<file path="config.mk">
export PLATFORM = sky130hd
export DESIGN_NAME = dvs_aer_rx_fifo
export DESIGN_NICKNAME = d
export VERILOG_FILES = /design/src/rtl/dvs_aer_rx_fifo.sv
export SDC_FILE = /design/constraint.sdc
export NUM_CORES = 1
export LEC_CHECK = 0
export ABC_AREA = 1
export CAP_MARGIN = 10
export CORE_MARGIN = 2
export CORE_UTILIZATION = 40
export CTS_CLUSTER_DIAMETER = 80
export DETAILED_ROUTE_END_ITERATION = 10
export PLACE_DENSITY = 0.61
export SETUP_SLACK_MARGIN = 0.2
export SLEW_MARGIN = 30
export SYNTH_ARGS = -nofsm -noshare
export SYNTH_HDL_FRONTEND = slang
export SYNTH_SLANG_ARGS = --single-unit
</file>
<file path="constraint.sdc">
create_clock -name clk -period 38.7 [get_ports clk]
set_input_delay 11.61 -clock clk [delete_from_list [all_inputs] [get_ports clk]]
set_output_delay 11.61 -clock clk [all_outputs]
set_load 0.02 [all_outputs]
</file>
<file path="src/rtl/dvs_aer_rx_fifo.sv">
// DVS AER receiver: synchronises the camera's 4-phase REQ/ACK bus, pairs each
// X/polarity word with the latest Y word and its timestamp, and buffers the
// completed events in a show-ahead FIFO with a valid/ready consumer port.
//
// state     | meaning
// ----------+-------------------------------------------------------------
// S_IDLE    | waiting for synced req; decides Y (settle) or X (capture/stall)
// S_SETTLE  | Y word: count down SETTLE_CYCLES before sampling the bus
// S_STALL   | X word arrived with the FIFO full; ack withheld until space
// S_CAPTURE | one cycle, ack high; aer_s sampled on the exit edge
// S_ACK_WAIT| ack held high until the camera drops req
module dvs_aer_rx_fifo #(
  parameter int AER_BITS      = 10,
  parameter int X_ADDR_BITS   = 9,
  parameter int Y_ADDR_BITS   = 9,
  parameter int TS_BITS       = 32,
  parameter int SYNC_STAGES   = 2,
  parameter int SETTLE_CYCLES = 3,
  parameter int FIFO_DEPTH    = 8,
  parameter int STALL_ON_FULL = 1
) (
  input  logic                          clk,
  input  logic                          rst,
  input  logic [AER_BITS-1:0]           aer,
  input  logic                          xsel,
  input  logic                          req,
  input  logic [TS_BITS-1:0]            timestamp_us,
  output logic                          ack,
  output logic                          event_valid,
  input  logic                          event_ready,
  output logic [X_ADDR_BITS-1:0]        event_x,
  output logic [Y_ADDR_BITS-1:0]        event_y,
  output logic [TS_BITS-1:0]            event_timestamp,
  output logic                          event_polarity,
  output logic [$clog2(FIFO_DEPTH):0]   fifo_level,
  output logic [15:0]                   drop_count
);

  localparam int AW = $clog2(FIFO_DEPTH);
  localparam int LW = AW + 1;
  // Counter is at least one bit wide so SETTLE_CYCLES of 0 or 1 still elaborates.
  localparam int CW = (SETTLE_CYCLES > 1) ? $clog2(SETTLE_CYCLES + 1) : 1;

  typedef enum logic [2:0] {
    S_IDLE,
    S_SETTLE,
    S_STALL,
    S_CAPTURE,
    S_ACK_WAIT
  } state_t;

  state_t state, state_nxt;

  logic [SYNC_STAGES-1:0] req_sync, xsel_sync;
  logic [AER_BITS-1:0]    aer_sync [SYNC_STAGES];
  logic                   req_s, xsel_s;
  logic [AER_BITS-1:0]    aer_s;

  logic [CW-1:0]          settle_cnt;
  logic                   is_x;
  logic                   y_valid;
  logic [Y_ADDR_BITS-1:0] y_reg;
  logic [TS_BITS-1:0]     ts_reg;

  logic [X_ADDR_BITS-1:0] mem_x   [FIFO_DEPTH];
  logic [Y_ADDR_BITS-1:0] mem_y   [FIFO_DEPTH];
  logic [TS_BITS-1:0]     mem_ts  [FIFO_DEPTH];
  logic                   mem_pol [FIFO_DEPTH];
  logic [LW-1:0]          wr_ptr, rd_ptr;

  logic full, pop, push_req, push_ok, drop;

  // Multi-stage synchronisers on every asynchronous camera input.
  always_ff @(posedge clk or posedge rst) begin
    if (rst) begin
      req_sync  <= '0;
      xsel_sync <= '0;
      for (int i = 0; i < SYNC_STAGES; i++) aer_sync[i] <= '0;
    end else begin
      req_sync    <= {req_sync[SYNC_STAGES-2:0], req};
      xsel_sync   <= {xsel_sync[SYNC_STAGES-2:0], xsel};
      aer_sync[0] <= aer;
      for (int i = 1; i < SYNC_STAGES; i++) aer_sync[i] <= aer_sync[i-1];
    end
  end

  assign req_s  = req_sync[SYNC_STAGES-1];
  assign xsel_s = xsel_sync[SYNC_STAGES-1];
  assign aer_s  = aer_sync[SYNC_STAGES-1];

  assign fifo_level  = wr_ptr - rd_ptr;
  assign full        = (fifo_level == LW'(FIFO_DEPTH));
  assign event_valid = (fifo_level != '0);
  assign pop         = event_valid & event_ready;
  assign push_req    = (state == S_CAPTURE) & is_x;
  // A push into a full FIFO is still taken when the head leaves on the same edge.
  assign push_ok     = push_req & y_valid & (~full | pop);
  assign drop        = push_req & ~push_ok;

  // Handshake FSM state register.
  always_ff @(posedge clk or posedge rst) begin
    if (rst) state <= S_IDLE;
    else     state <= state_nxt;
  end

  // Next-state decode for the REQ/ACK handshake.
  always_comb begin
    state_nxt = state;
    case (state)
      S_IDLE: begin
        if (req_s) begin
          if (!xsel_s)
            state_nxt = (SETTLE_CYCLES == 0) ? S_CAPTURE : S_SETTLE;
          else if ((STALL_ON_FULL != 0) && full)
            state_nxt = S_STALL;
          else
            state_nxt = S_CAPTURE;
        end
      end
      S_SETTLE: begin
        if (!req_s)               state_nxt = S_IDLE;
        else if (settle_cnt <= CW'(1)) state_nxt = S_CAPTURE;
      end
      S_STALL: begin
        if (!req_s)     state_nxt = S_IDLE;
        else if (!full) state_nxt = S_CAPTURE;
      end
      S_CAPTURE:  state_nxt = S_ACK_WAIT;
      S_ACK_WAIT: if (!req_s) state_nxt = S_IDLE;
      default:    state_nxt = S_IDLE;
    endcase
  end

  // ack is registered from the next state so it is glitch-free toward the camera.
  always_ff @(posedge clk or posedge rst) begin
    if (rst) ack <= 1'b0;
    else     ack <= (state_nxt == S_CAPTURE) || (state_nxt == S_ACK_WAIT);
  end

  // Settle down-counter: loaded on SETTLE entry, terminal count at 1.
  always_ff @(posedge clk or posedge rst) begin
    if (rst)
      settle_cnt <= '0;
    else if ((state != S_SETTLE) && (state_nxt == S_SETTLE))
      settle_cnt <= CW'(SETTLE_CYCLES);
    else if ((state == S_SETTLE) && (settle_cnt != '0))
      settle_cnt <= settle_cnt - CW'(1);
  end

  // Word-type latch and Y/timestamp capture for pairing with later X words.
  always_ff @(posedge clk or posedge rst) begin
    if (rst) begin
      is_x    <= 1'b0;
      y_valid <= 1'b0;
      y_reg   <= '0;
      ts_reg  <= '0;
    end else begin
      if ((state == S_IDLE) && req_s) is_x <= xsel_s;
      if ((state == S_CAPTURE) && !is_x) begin
        y_reg   <= aer_s[Y_ADDR_BITS-1:0];
        ts_reg  <= timestamp_us;
        y_valid <= 1'b1;
      end
    end
  end

  // Event FIFO storage and pointers; head is read combinationally (show-ahead).
  always_ff @(posedge clk or posedge rst) begin
    if (rst) begin
      wr_ptr <= '0;
      rd_ptr <= '0;
      for (int i = 0; i < FIFO_DEPTH; i++) begin
        mem_x[i]   <= '0;
        mem_y[i]   <= '0;
        mem_ts[i]  <= '0;
        mem_pol[i] <= 1'b0;
      end
    end else begin
      if (push_ok) begin
        mem_x[wr_ptr[AW-1:0]]   <= aer_s[X_ADDR_BITS:1];
        mem_y[wr_ptr[AW-1:0]]   <= y_reg;
        mem_ts[wr_ptr[AW-1:0]]  <= ts_reg;
        mem_pol[wr_ptr[AW-1:0]] <= aer_s[0];
        wr_ptr <= wr_ptr + LW'(1);
      end
      if (pop) rd_ptr <= rd_ptr + LW'(1);
    end
  end

  assign event_x         = mem_x[rd_ptr[AW-1:0]];
  assign event_y         = mem_y[rd_ptr[AW-1:0]];
  assign event_timestamp = mem_ts[rd_ptr[AW-1:0]];
  assign event_polarity  = mem_pol[rd_ptr[AW-1:0]];

  // Saturating count of refused X words (orphans and overflow drops).
  always_ff @(posedge clk or posedge rst) begin
    if (rst)
      drop_count <= '0;
    else if (drop && (drop_count != 16'hFFFF))
      drop_count <= drop_count + 16'd1;
  end

endmodule

</file>
==> results by stage, run 1 <==
Synthesis:
- The portion of the post-synthesis area used by sequential elements is 56.6%.
- Summing the areas of all xor and xnor instances in the mapped netlist gives 0.745% of the synthesized area.
- Multiplexer cells account for 0% of the synthesized area.
- The share of synthesized area in the top cell type comes to ~57%.
- The most used flip-flop cell after synthesis is dfrtp_1.
- The register bit total from synthesis is roughly 500.
- The share of flip-flops with an asynchronous set or reset after synthesis is 100%.
- The complex-gate fraction of the synthesized area is about 18%.
- During synthesis, Yosys emitted a total of 0 warnings.
- The dominant combinational cell family by area after synthesis is compound AO/OA/AOI/OAI gates.
- The number of flops mapped to enable cells by yosys is 0.
- The post-synth design cell area is about 0.022 mm².
- Counting every net in the synthesized netlist gives ~2600.
- The synthesized netlist devotes 0.538% of its cell area to adder and majority cells.
- In the post-synthesis netlist, the biggest area contributors are dfrtp_1 (57%), nand2_1 (11%), o21ai_0 (8.3%).
- In the synthesized netlist, the number of instances is 2538.
- Summing the areas of all and, or, nand and nor instances in the mapped netlist gives ~18% of the synthesized area.
- The mean area per synthesized cell is just under 9 µm².
- The commonest cells after synthesis are nand2_1 (641), dfrtp_1 (505), o21ai_0 (372), nor2_1 (260), o21ai_1 (246).
- The most used standard cell by instance count after synthesis is nand2_1.
- The number of distinct standard cells referenced by the synthesized netlist is 35.
- The cell taking the most area after synthesis is dfrtp_1.

Critical path:
- The required time reported for the critical path endpoint is between 20000 and 30000 ps.
- The largest fanout on the critical path is 88.
- At the worst endpoint, the arrival time is roughly 4800 ps.
- The nature of the critical path startpoint is a register.
- The worst setup path category is register to output port.
- The type of element capturing the critical path is an output port.

Timing:
- The remaining max-slew budget at the tightest pin is 36.7%.
- Of the available clock period, the critical path in the final layout requires between 40% and 50%.
- The post-layout minimum cycle time is about 16000 ps.
- Setup repair after global routing left no endpoint under its margin.
- Setup violations remaining at the end of the flow were counted as 0.
- Clock skew on the completed layout was measured at about 13 ps.
- For the final routed database, the setup TNS stands at 0 ps.
- The transition at the pin with the smallest max-transition slack is 950 ps.
- The max-slew violation count is 0.
- Static timing analysis puts the maximum clock frequency at between 60 and 70 MHz.
- The final count of hold timing violations is 0.
- The least setup slack across all paths after layout is about 22000 ps.

Min path:
- The worst hold path class is register to register.

Route:
- The detail route stage leaves a number of antenna-violating nets equal to 0.
- In the routed design, unresolved DRC markers number 0.
- Before antenna repair, the detailed router went through 5 iterations.
- The via count normalized by instance count is 5.26.
- Wires add up to roughly 58 mm.
- The via count is about 18000.
- The number of design-rule violations left by the first detailed-router iteration is around 1500.
- The routed wire length per instance is ~17 µm.

Run status:
- The run finished with clean final reports.

Power:
- Dividing total power by cell area gives a power density of just over 80 mW/mm².
- IR analysis of the VDD net gives a maximum drop of between 0.05 and 0.06 mV.
- The share of power burned in the clock network is between 20% and 30%.
- The fraction of power consumed by combinational cells is a little under two fifths.
- Cell internal power was estimated by the tool at roughly 1.3 mW.
- Summed over all cells, the static leakage comes to 11.6 nW.
- Per report_power, the sequential group accounts for a little over a third of the total.
- In this run the power spent charging and discharging nets is 816 µW.
- In this run switching power makes up about two fifths of total power.

Layout:
- The share of post-route cells with drive strength above 1 is 6.04%.
- The largest registers in the layout are mem_ts: 256 flops, mem_x: 72 flops, mem_y: 72 flops.
- Once layout is done, the placed cells without fillers occupy 0.0254 mm².
- Counting the fill cells in the layout gives 5375.
- The register name with the most flops is mem_ts.
- The antenna diode count is 0.
- Compared with the post-synthesis result, the final layout area differs by 14.0%.
- The register with the most flip-flops in the layout has about 260 of them.
- At the end of the flow, the number of nets in the layout was around 2600.

CTS:
- The tree is rooted in a clkbuf_16.
- Gates resized during post-CTS repair numbered 0.
- The total number of clock tree sinks is just over 500.
- The later pin in the worst-skew pair is clocked with a latency of approximately 600 ps.
- For this design, the CTS-stage hold fixing added 0 buffers.
- CTS built an H-tree with a depth of 2.
- The number of buffers between clock root and the deepest sink is 3.
- In this run, CTS created clock tree buffers numbering 55.
- TritonCTS built the clock tree.
- After clock tree synthesis, the clock-pin slew on the worst setup and hold paths is around 60 ps.
- Post-CTS timing repair inserted 0 buffers for setup.

Global routing:
- The via count of the first global-routing pass was around 17000.
- Global routing finished with a remaining overflow of 0.
- Entering global routing, the biggest net connects between 150 and 200 pins.
- The first global-routing pass estimated between 90 and 100 mm of wire.
- The initial antenna violation count is 1.
- Global routing used around 21% of the available tracks across all layers.

Placed design:
- The worst setup slack before clock tree synthesis is about 23000 ps.
- The number of buffer cells added on primary ports is ~120.
- The placed instances occupy a cell area of around 0.024 mm².
- At the end of routability-driven placement, the weighted congestion stood at around 0.8.
- The post-DP HPWL is about 32 mm.

Die:
- The die outline area is 0.0577 mm².
- Once the floorplan was initialized, standard cells occupied approximately two fifths of the core.
- The number of top-level design ports is 120.
- The die boundary height is 240 µm.
- In this run the horizontal extent of the chip is roughly 240 µm.
- The total area inside the core boundary comes to 0.0551 mm².
- The floorplan has 86 rows.

Run:
- Max-cap violations in this run came to 0.
==> worst paths after layout <==
path / end / slack, ps / start / cells after the start
min reg2reg: aer_s[2] / 340 / aer_sync[12] / 0
max: event_y[0] / 22320 / rd_ptr[0] / 8
max reg2reg: mem_ts[61] / 33430 / rd_ptr[1] / 8
min in group asynchronous: aer_sync[11] / 11510 / rst / 2
max in group asynchronous: mem_ts[172] / 25770 / rst / 4
min: aer_s[2] / 340 / aer_sync[12] / 0
==> cell usage in the layout, fill, tap and decap left out, drive strengths merged, types with 8 or more instances in the layout <==
cell type / n
xor2: 15
o22ai: 102
nand3: 38
clkdlybuf4s50: 119
o21ai: 628
ha: 8
inv: 91
nand2: 655
nor3: 9
clkbuf: 89
a21oi: 36
nor2: 262
dfrtp: 505
buf: 23
==> cell families (layout without fill, tap and decap cells) <==
kind of cell	after synthesis	in the layout
xor+xnor	19	19
compound gates	769	769
simple gates	970	970
flops	505	505
fa+ha+maj	9	9
buf+inv	266	329
==> routing by layer <==
layer	track usage, %	vias to the layer above	part of all wire, %
met1	28.9	8608	46
met4	6.29	2	2.3
met3	3.49	79	5.8
met2	32.4	465	46
met5	0	-	0.019
li1	-	8461	-
==> metrics by stage <==
step                      cells  util (%)  total power [mW]  hold WS (ps)
after floorplan            2538         -              1.25           331
after global routing       3349      46.2              2.22           351
after detailed placement   3249      42.7              1.54           335
after CTS                  3348      46.1              2.09           340
after global placement     3248      42.7              1.52           334
final                      3349      46.2              2.07           337
==> critical path, cell delays in order, from the launching register on <==
cell,delay (ps)
dfrtp_4,720
inv_4,570
buf_4,690
buf_4,800
o21ai_0,220
o22ai_1,190
nand2_1,70
nand2_1,160
clkdlybuf4s50_1,640
==> layout make-up <==
| cell class | count | area, µm² | area share (%) |
|---|---|---|---|
| inverter | 88 | 342 | 1.34 |
| clock inverter | 10 | 165 | 0.649 |
| timing repair buffer | 142 | 1420 | 5.60 |
| sequential | 505 | 12600 | 49.7 |
| clock buffer | 89 | 1700 | 6.70 |
| multi-input combinational | 1767 | 8230 | 32.4 |
| tap | 748 | 936 | 3.68 |
==> power by group through the flow <==
| stage | combinational (mW) | sequential (mW) | clock (mW) |
|---|---|---|---|
| 6_report | 0.796 | 0.740 | 0.538 |
| 5_1_grt | 0.889 | 0.757 | 0.573 |
| 4_1_cts | 0.799 | 0.739 | 0.550 |
| 3_5_place_dp | 0.795 | 0.747 | 0 |
| 3_3_place_gp | 0.781 | 0.743 | 0 |
| 2_1_floorplan | 0.537 | 0.716 | 0 |
Note: power is estimated with default switching activity, not from simulation.
==> run 2, diff against run 1 <==
--- a/config.mk
+++ b/config.mk
@@ -11,7 +11,7 @@
 export CORE_UTILIZATION = 40
 export CTS_CLUSTER_DIAMETER = 80
 export DETAILED_ROUTE_END_ITERATION = 10
-export PLACE_DENSITY = 0.61
+export PLACE_DENSITY = 0.63
 export SETUP_SLACK_MARGIN = 0.2
 export SLEW_MARGIN = 30
 export SYNTH_ARGS = -nofsm -noshare
==> constraint.sdc (replaced) <==
create_clock -name clk -period 14.74 [get_ports clk]
set_input_delay 4.422 -clock clk [delete_from_list [all_inputs] [get_ports clk]]
set_output_delay 4.422 -clock clk [all_outputs]
set_load 0.02 [all_outputs]
==> run 2 against run 1 <==
Effect of this change: critical path depth down 1; wire length grew 0.33%; combinational power rose to 2.6 times the previous value; largest power group unchanged; cell area fell by 0.22%; final cell count down 0.12%; non-clock buffer count is 3 lower; global-route usage rose by 0.099 points; clock power grew to 2.5 times the previous value; largest cell class unchanged; critical path type unchanged; sequential cell count stayed put.
==> results by stage, run 2 (same netlist as run 1, synthesis figures left out) <==
Layout:
- The flip-flop and latch area is 0.0126 mm² (about the same).
- The number of fill cells is 5352 (was 5375).
- The number of flip-flops under the largest register name came to 256 (unchanged).
- The number of cells in the finished layout apart from fillers is 3345 (was 3349).
- The area overhead of the layout relative to synthesis is 13.7% (was 14.0%).
- The antenna diode count came to 0 (unchanged).
- Regs by FF count: mem_ts: 256 flops, mem_x: 72 flops, mem_y: 72 flops (unchanged).
- The multi-input logic area is 0.00824 mm² (was 0.00823 mm²).
- The most common cell after layout, fill and taps aside is nand2_1 (unchanged).
- Most used cells in the layout excluding fill and tap cells: nand2_1 (640), dfrtp_1 (502), o21ai_0 (372) (unchanged).
- The post-layout instance area is 0.0254 mm² (about the same).
- The final cell utilization of the core is 46.1% (was 46.2%).
- The register name with the most flops is mem_ts (unchanged).
- The number of nets at the end of the flow was 2612 (was 2615).
- The share of post-route cells with drive strength above 1 is 5.93% (was 6.04%).

Critical path:
- The delay of the slowest cell on the worst path is 820 ps (was 800 ps).
- The depth of the worst register-to-register path is 9 (was 8).
- The type of element capturing the critical path is an output port (unchanged).
- The launch point of the worst reg-to-reg path was rd_ptr[1] (unchanged).
- The endpoint of the most critical register-to-register path is mem_y[15] (was mem_ts[61]).
- The required time reported for the critical path endpoint came to 10320 ps (was 27090 ps).
- The largest delay contributor family on the critical path is buffers and inverters (unchanged).
- The cell with the biggest individual delay on the critical path is buf_4 (unchanged).
- The data arrival time of the worst path was 4130 ps (was 4770 ps).
- The most prevalent standard cell on the critical path is nand2_1.
- The flop-to-flop setup slack was 10350 ps (was 33430 ps).
- The largest fanout on the critical path was 73 (was 88).
- The buffering stage count on the worst path with inverters included was 3 (was 4).
- The nature of the critical path startpoint is a register (unchanged).
- The worst setup path category is register to output port (unchanged).
- Ordered cell list for the critical path: inv_2, buf_4, o21ai_0, o22ai_1, nand2_1, nand2_1, clkdlybuf4s50_1 (was inv_4, buf_4, buf_4, o21ai_0, o22ai_1, nand2_1, nand2_1, clkdlybuf4s50_1).

Power:
- The switching part of the total power is 39.4% (was 39.3%).
- The cell leakage power is 11.6 nW (about the same).
- The net load switching power is 2.13 mW (was 816 µW).
- The internal power contribution is 3.26 mW (was 1.26 mW).
- The power density relative to cell area is 212 mW/mm² (was 81.5 mW/mm²).
- The fraction of power consumed by combinational cells is 37.9% (was 38.4%).
- The total power is 5.39 mW (was 2.07 mW).
- The share of power burned in the clock network is 25.3% (was 25.9%).
- The portion of total power attributed to sequential cells was 36.8% (was 35.7%).
- The highest ir drop seen on vdd is 0.110 mV (was 0.0534 mV).

Route:
- The length of the first detailed-routing pass in iterations was 8 (was 5).
- The via count normalized by instance count is 5.31 (was 5.26).
- The routed wire length per instance is 17.4 µm (was 17.3 µm).
- The via count was 17761 (was 17615).
- The DRC violation count after routing is 0 (unchanged).
- The number of design-rule violations left by the first detailed-router iteration is 1585 (was 1539).
- The number of routed nets with antenna violations was 0 (unchanged).
- The total wirelength of the detailed-routed design is 58.1 mm (was 57.9 mm).

CTS:
- The CTS clock-pin slew for the worst setup and hold paths is 60 ps (about the same).
- The clock tree root buffer cell is clkbuf_16 (unchanged).
- The clock tree from TritonCTS is done (unchanged).
- The total number of clock tree sinks is 505 (unchanged).
- The number of buffers created by CTS is 55 (unchanged).
- The count of cells resized by post-cts repair is 0 (unchanged).
- The clock latency of the later-clocked register in the worst-skew pair came to 600 ps (about the same).
- The number of H-tree levels is 2 (unchanged).
- The number of buffers inserted for hold repair after clock tree synthesis is 0 (unchanged).
- The post-CTS setup repair buffer count is 0 (unchanged).
- The number of buffers between clock root and the deepest sink is 3 (unchanged).

Placed design:
- The post-placement cell count was 3246 (was 3249).
- The final weighted congestion in routability-driven placement is 0.807 (was 0.809).
- The post-placement cell area is 0.0235 mm² (about the same).
- The worst setup slack before clock tree synthesis is 6540 ps (was 23050 ps).
- The number of buffer cells added on primary ports is 119 (unchanged).
- The post-DP HPWL came to 31.6 mm (was 31.7 mm).

Die:
- The die outline area came to 0.0577 mm² (unchanged).
- The die boundary height is 240 µm (unchanged).
- The core region area came to 0.0551 mm² (unchanged).
- The placement row count was 86 (unchanged).
- The die span in x was 240 µm (unchanged).
- The starting density of the core is 40.5% (unchanged).
- The number of top-level design ports is 120 (unchanged).

Timing:
- The number of endpoints failing setup at the final stage is 0 (unchanged).
- The max-slew violation count is 0 (unchanged).
- The final sum of negative setup slack is 0 ps (unchanged).
- The least setup slack across all paths after layout is 6190 ps (was 22320 ps).
- The worst-case clock skew is 19.7 ps (was 12.8 ps).
- Unrepaired setup endpoints after global routing: no (unchanged).
- The final count of hold timing violations is 0 (unchanged).
- The portion of the clock cycle consumed by the worst path in the final layout is a little under 60%.
- The remaining max-slew budget at the tightest pin came to 35.5% (was 36.7%).
- The final-layout worst hold slack is 347 ps (was 337 ps).
- The transition at the pin with the smallest max-transition slack is 967 ps (was 950 ps).
- Subtracting the final worst setup slack from the clock period gives around 8600 ps.
- The top achievable clock speed is 117 MHz.

Global routing:
- The final global-route overflow total came to 0 (unchanged).
- The via count of the first global-routing pass was 17238 (was 17195).
- The initial antenna violation count is 0 (was 1).
- The pin count of the biggest net entering global routing came to 164 (was 180).
- The wire length of the first global-routing pass is 94.8 mm (was 94.7 mm).
- The total global routing track utilization was 20.6% (was 20.5%).

Run status:
- Status: finished, final reports clean (unchanged).

Run:
- The count of max-cap constraint violations came to 0 (unchanged).

Min path:
- The number of cells traversed by the worst hold path is 0 (unchanged).
- The worst hold path class is register to register (unchanged).
- The startpoint of the worst hold path is aer_sync[13] (was aer_sync[12]).
- The worst hold endpoint is aer_s[3] (was aer_s[2]).
[run 2: changes by cell type in the layout (fill, tap and decap cells not counted), moves of 2 or more]
cell / previous run / this run
buf_4: 18 / 13
clkinv_2: 3 / 7
bufinv_16: 4 / 2
dfrtp_2: 2 / 0
dfrtp_4: 1 / 3
inv_6: 4 / 2
[run 2: worst max path at each step]
stage               from                   to  slack [ps]  cells after the start
2_1_floorplan        rst                  ack        3460                      1
3_3_place_gp   rd_ptr[0]  event_timestamp[31]        6600                      7
3_5_place_dp   rd_ptr[0]  event_timestamp[31]        6540                      7
4_1_cts        rd_ptr[0]  event_timestamp[31]        5870                      7
5_1_grt        rd_ptr[1]  event_timestamp[31]        5990                      7
6_report       rd_ptr[1]  event_timestamp[31]        6190                      7
[run 2: layer usage]
metal / up-vias / share of wire [%] / GRT usage, %
met4: 0 / 2.0 / 5.25
met1: 8699 / 46 / 29.4
met2: 519 / 46 / 32.8
met5: - / 0 / 0
li1: 8448 / - / -
met3: 95 / 6.0 / 3.41
[run 2: worst reg2reg max path, stage by stage (launching register included)]
cell	delay (ps)
dfrtp_4	880
inv_2	490
fa_1	580
or2_2	340
nor2_4	160
nand3_4	270
nand3_4	580
buf_4	750
nand2_1	150
o21ai_1	110
[run 2: cell type report]
cell class | instances | area share [%]
clock buffer | 88 | 6.70
tap | 748 | 3.69
inverter | 88 | 1.34
clock inverter | 10 | 0.424
timing repair buffer | 139 | 5.58
sequential | 505 | 49.8
multi-input combinational | 1767 | 32.5
[run 2: power groups by stage]
stage	Sequential, mW	Combinational (mW)	Clock (mW)
2_1_floorplan	1.88	1.41	0
4_1_cts	1.98	2.05	1.40
3_3_place_gp	1.99	2.00	0
3_5_place_dp	2.00	2.04	0
6_report	1.98	2.04	1.37
5_1_grt	2.03	2.28	1.45
==> run 3, diff against run 2 <==
==> constraint.sdc (replaced) <==
create_clock -name clk -period 7.52 [get_ports clk]
set_input_delay 2.256 -clock clk [delete_from_list [all_inputs] [get_ports clk]]
set_output_delay 2.256 -clock clk [all_outputs]
set_load 0.02 [all_outputs]
==> run 3 against run 2 <==
Effect of this change: clock skew grew 10 ps; total power is 97% higher; critical endpoint is now event_valid; clock-buffer cell count down 11; register-to-register slack lost 7100 ps; hold slack about the same; die area is the same; wire length down 0.20%; combinational power up 100%; core utilization up 0.091 points; first-iteration DRC count shrank 7.2%; sequential power up 91%; final cell count grew 0.12%.
==> results by stage, run 3 (same netlist as run 1, synthesis figures left out) <==
Run status:
- Status: finished, final reports clean (unchanged).

Critical path:
- The type of element capturing the critical path is an output port (unchanged).
- Ordered cell list for the critical path: ha_1, inv_1, fa_1, or2_2, nor2_4, nand3_1, clkdlybuf4s50_1 (was inv_2, buf_4, o21ai_0, o22ai_1, nand2_1, nand2_1, clkdlybuf4s50_1).
- The cell with the biggest individual delay on the critical path is dfrtp_4 (was buf_4).
- The launch point of the worst reg-to-reg path is rd_ptr[0] (was rd_ptr[1]).
- The required time reported for the critical path endpoint came to 5260 ps (was 10320 ps).
- The delay of the slowest cell on the worst path is 950 ps (was 820 ps).
- The depth of the worst register-to-register path is 9 (unchanged).
- The flop-to-flop setup slack is 3220 ps (was 10350 ps).
- The largest delay contributor family on the critical path is flip-flops (was buffers and inverters).
- The largest fanout on the critical path is 70 (was 73).
- The nature of the critical path startpoint is a register (unchanged).
- The endpoint of the most critical register-to-register path is mem_ts[59] (was mem_y[15]).
- The worst setup path category is register to output port (unchanged).
- The buffering stage count on the worst path with inverters included is 2 (was 3).
- The start point of the critical path is rd_ptr[0] (was rd_ptr[1]).
- The data arrival time of the worst path is 3700 ps (was 4130 ps).

CTS:
- The clock tree from TritonCTS is done (unchanged).
- The number of H-tree levels is 2 (unchanged).
- The clock latency of the later-clocked register in the worst-skew pair was 620 ps (was 600 ps).
- The number of buffers created by CTS is 56 (was 55).
- The number of buffers between clock root and the deepest sink is 3 (unchanged).
- The post-CTS setup repair buffer count was 0 (unchanged).
- The total number of clock tree sinks is 505 (unchanged).
- The CTS clock-pin slew for the worst setup and hold paths is 60 ps (about the same).
- The number of buffers inserted for hold repair after clock tree synthesis came to 0 (unchanged).
- The count of cells resized by post-cts repair was 0 (unchanged).
- The clock tree root buffer cell was clkbuf_16 (unchanged).

Die:
- The starting density of the core is 40.5% (unchanged).
- The number of top-level design ports came to 120 (unchanged).
- The die outline area is 0.0577 mm² (unchanged).
- The core region area is 0.0551 mm² (unchanged).
- The placement row count is 86 (unchanged).
- The die boundary height is 240 µm (unchanged).
- The die span in x came to 240 µm (unchanged).

Layout:
- The most common cell after layout, fill and taps aside is nand2_1 (unchanged).
- Most used cells in the layout excluding fill and tap cells: nand2_1 (640), dfrtp_1 (502), o21ai_0 (372) (unchanged).
- The number of nets at the end of the flow was 2614 (was 2612).
- The number of fill cells came to 5333 (was 5352).
- The final cell utilization of the core is 46.2% (was 46.1%).
- The antenna diode count is 0 (unchanged).
- The number of flip-flops under the largest register name is 256 (unchanged).
- Regs by FF count: mem_ts: 256 flops, mem_x: 72 flops, mem_y: 72 flops (unchanged).
- The area overhead of the layout relative to synthesis was 14.0% (was 13.7%).
- The share of post-route cells with drive strength above 1 is 6.31% (was 5.93%).
- The register name with the most flops was mem_ts (unchanged).
- The post-layout instance area came to 0.0254 mm² (about the same).

Power:
- The share of power burned in the clock network is 25.8% (was 25.3%).
- The fraction of power consumed by combinational cells is 38.6% (was 37.9%).
- The internal power contribution was 6.42 mW (was 3.26 mW).
- The total power was 10.6 mW (was 5.39 mW).
- The net load switching power is 4.20 mW (was 2.13 mW).
- The portion of total power attributed to sequential cells was 35.6% (was 36.8%).
- The switching part of the total power was 39.5% (was 39.4%).
- The cell leakage power is 11.6 nW (about the same).
- The highest ir drop seen on vdd is 0.306 mV (was 0.110 mV).
- The power density relative to cell area was 417 mW/mm² (was 212 mW/mm²).

Min path:
- The worst hold endpoint is aer_s[1] (was aer_s[3]).
- The startpoint of the worst hold path is aer_sync[11] (was aer_sync[13]).
- The number of cells traversed by the worst hold path is 0 (unchanged).
- The worst hold path class was register to register (unchanged).

Global routing:
- The wire length of the first global-routing pass came to 94.6 mm (was 94.8 mm).
- The via count of the first global-routing pass is 17634 (was 17238).
- The pin count of the biggest net entering global routing is 169 (was 164).
- The final global-route overflow total is 0 (unchanged).
- The initial antenna violation count is 0 (unchanged).
- The total global routing track utilization is 20.5% (was 20.6%).

Timing:
- The portion of the clock cycle consumed by the worst path in the final layout is just under 80%.
- The final count of hold timing violations was 0 (unchanged).
- The remaining max-slew budget at the tightest pin is 36.0% (was 35.5%).
- After layout, the minimum clock period comes to roughly 6000 ps.
- The number of endpoints failing setup at the final stage came to 0 (unchanged).
- The final-layout worst hold slack came to 347 ps (about the same).
- The worst-case clock skew is 30.1 ps (was 19.7 ps).
- The final sum of negative setup slack is 0 ps (unchanged).
- The max-slew violation count is 0 (unchanged).
- The top achievable clock speed is about 170 MHz.
- Unrepaired setup endpoints after global routing: no (unchanged).
- The transition at the pin with the smallest max-transition slack was 960 ps (was 967 ps).

Route:
- The number of design-rule violations left by the first detailed-router iteration is 1471 (was 1585).
- The via count normalized by instance count is 5.30 (was 5.31).
- The length of the first detailed-routing pass in iterations is 5 (was 8).
- The DRC violation count after routing is 0 (unchanged).
- The via count is 17750 (was 17761).
- The total wirelength of the detailed-routed design is 57.9 mm (was 58.1 mm).
- The routed wire length per instance is 17.3 µm (was 17.4 µm).
- The number of routed nets with antenna violations came to 0 (unchanged).

Placed design:
- The number of buffer cells added on primary ports is 119 (unchanged).
- The post-DP HPWL is 31.2 mm (was 31.6 mm).
- The post-placement cell area is 0.0236 mm² (was 0.0235 mm²).
- The final weighted congestion in routability-driven placement is 0.796 (was 0.807).

Run:
- The count of max-cap constraint violations is 0 (unchanged).
-- run 3: worst max-delay path by stage --
stage,cells after the start,slack [ps],to
floorplan,1,-1590,ack
global placement,7,1970,event_timestamp[28]
detailed placement,7,2160,event_timestamp[28]
CTS,7,1490,event_timestamp[28]
global route,7,1260,event_timestamp[28]
finish,7,1560,event_valid
-- run 3: cell type report --
type | count | area, µm² | area share, %
sequential | 505 | 12600 | 49.7
multi-input combinational | 1767 | 8230 | 32.4
clock buffer | 77 | 1630 | 6.41
timing repair buffer | 140 | 1440 | 5.66
tap | 748 | 936 | 3.68
inverter | 88 | 339 | 1.33
clock inverter | 24 | 220 | 0.866
-- run 3: power by group through the flow --
stage / sequential, mW / clock (mW) / combinational (mW)
after floorplan: 3.69 / 0 / 2.76
after global placement: 3.79 / 0 / 4.03
after detailed placement: 3.82 / 0 / 4.11
after CTS: 3.78 / 2.80 / 4.13
after global routing: 3.86 / 2.91 / 4.59
final: 3.78 / 2.74 / 4.10
-- run 3: metrics by stage --
stage          worst slack [ps]  instances
2_1_floorplan             -1590       2538
3_3_place_gp               1970       3247
3_5_place_dp               2160       3247
4_1_cts                    1490       3348
5_1_grt                    1260       3349
6_report                   1560       3349
-- run 3: routing by layer --
metal / global-route usage (%) / part of all wire, % / vias to the layer above
li1: - / - / 8463
met1: 27.5 / 45 / 8688
met2: 33.7 / 47 / 506
met3: 3.77 / 6.0 / 93
met4: 6.31 / 2.4 / 0
met5: 0 / 0 / -
-- run 3: worst register-to-register path: cells and delay by family, from the launching register on --
family,cells,cell delay (ps)
flip-flops,1,950
AND/OR/NAND/NOR,4,1530
buffers and inverters,2,690
adder cells (fa/ha/maj),2,770
AO/OA/AOI/OAI,1,190
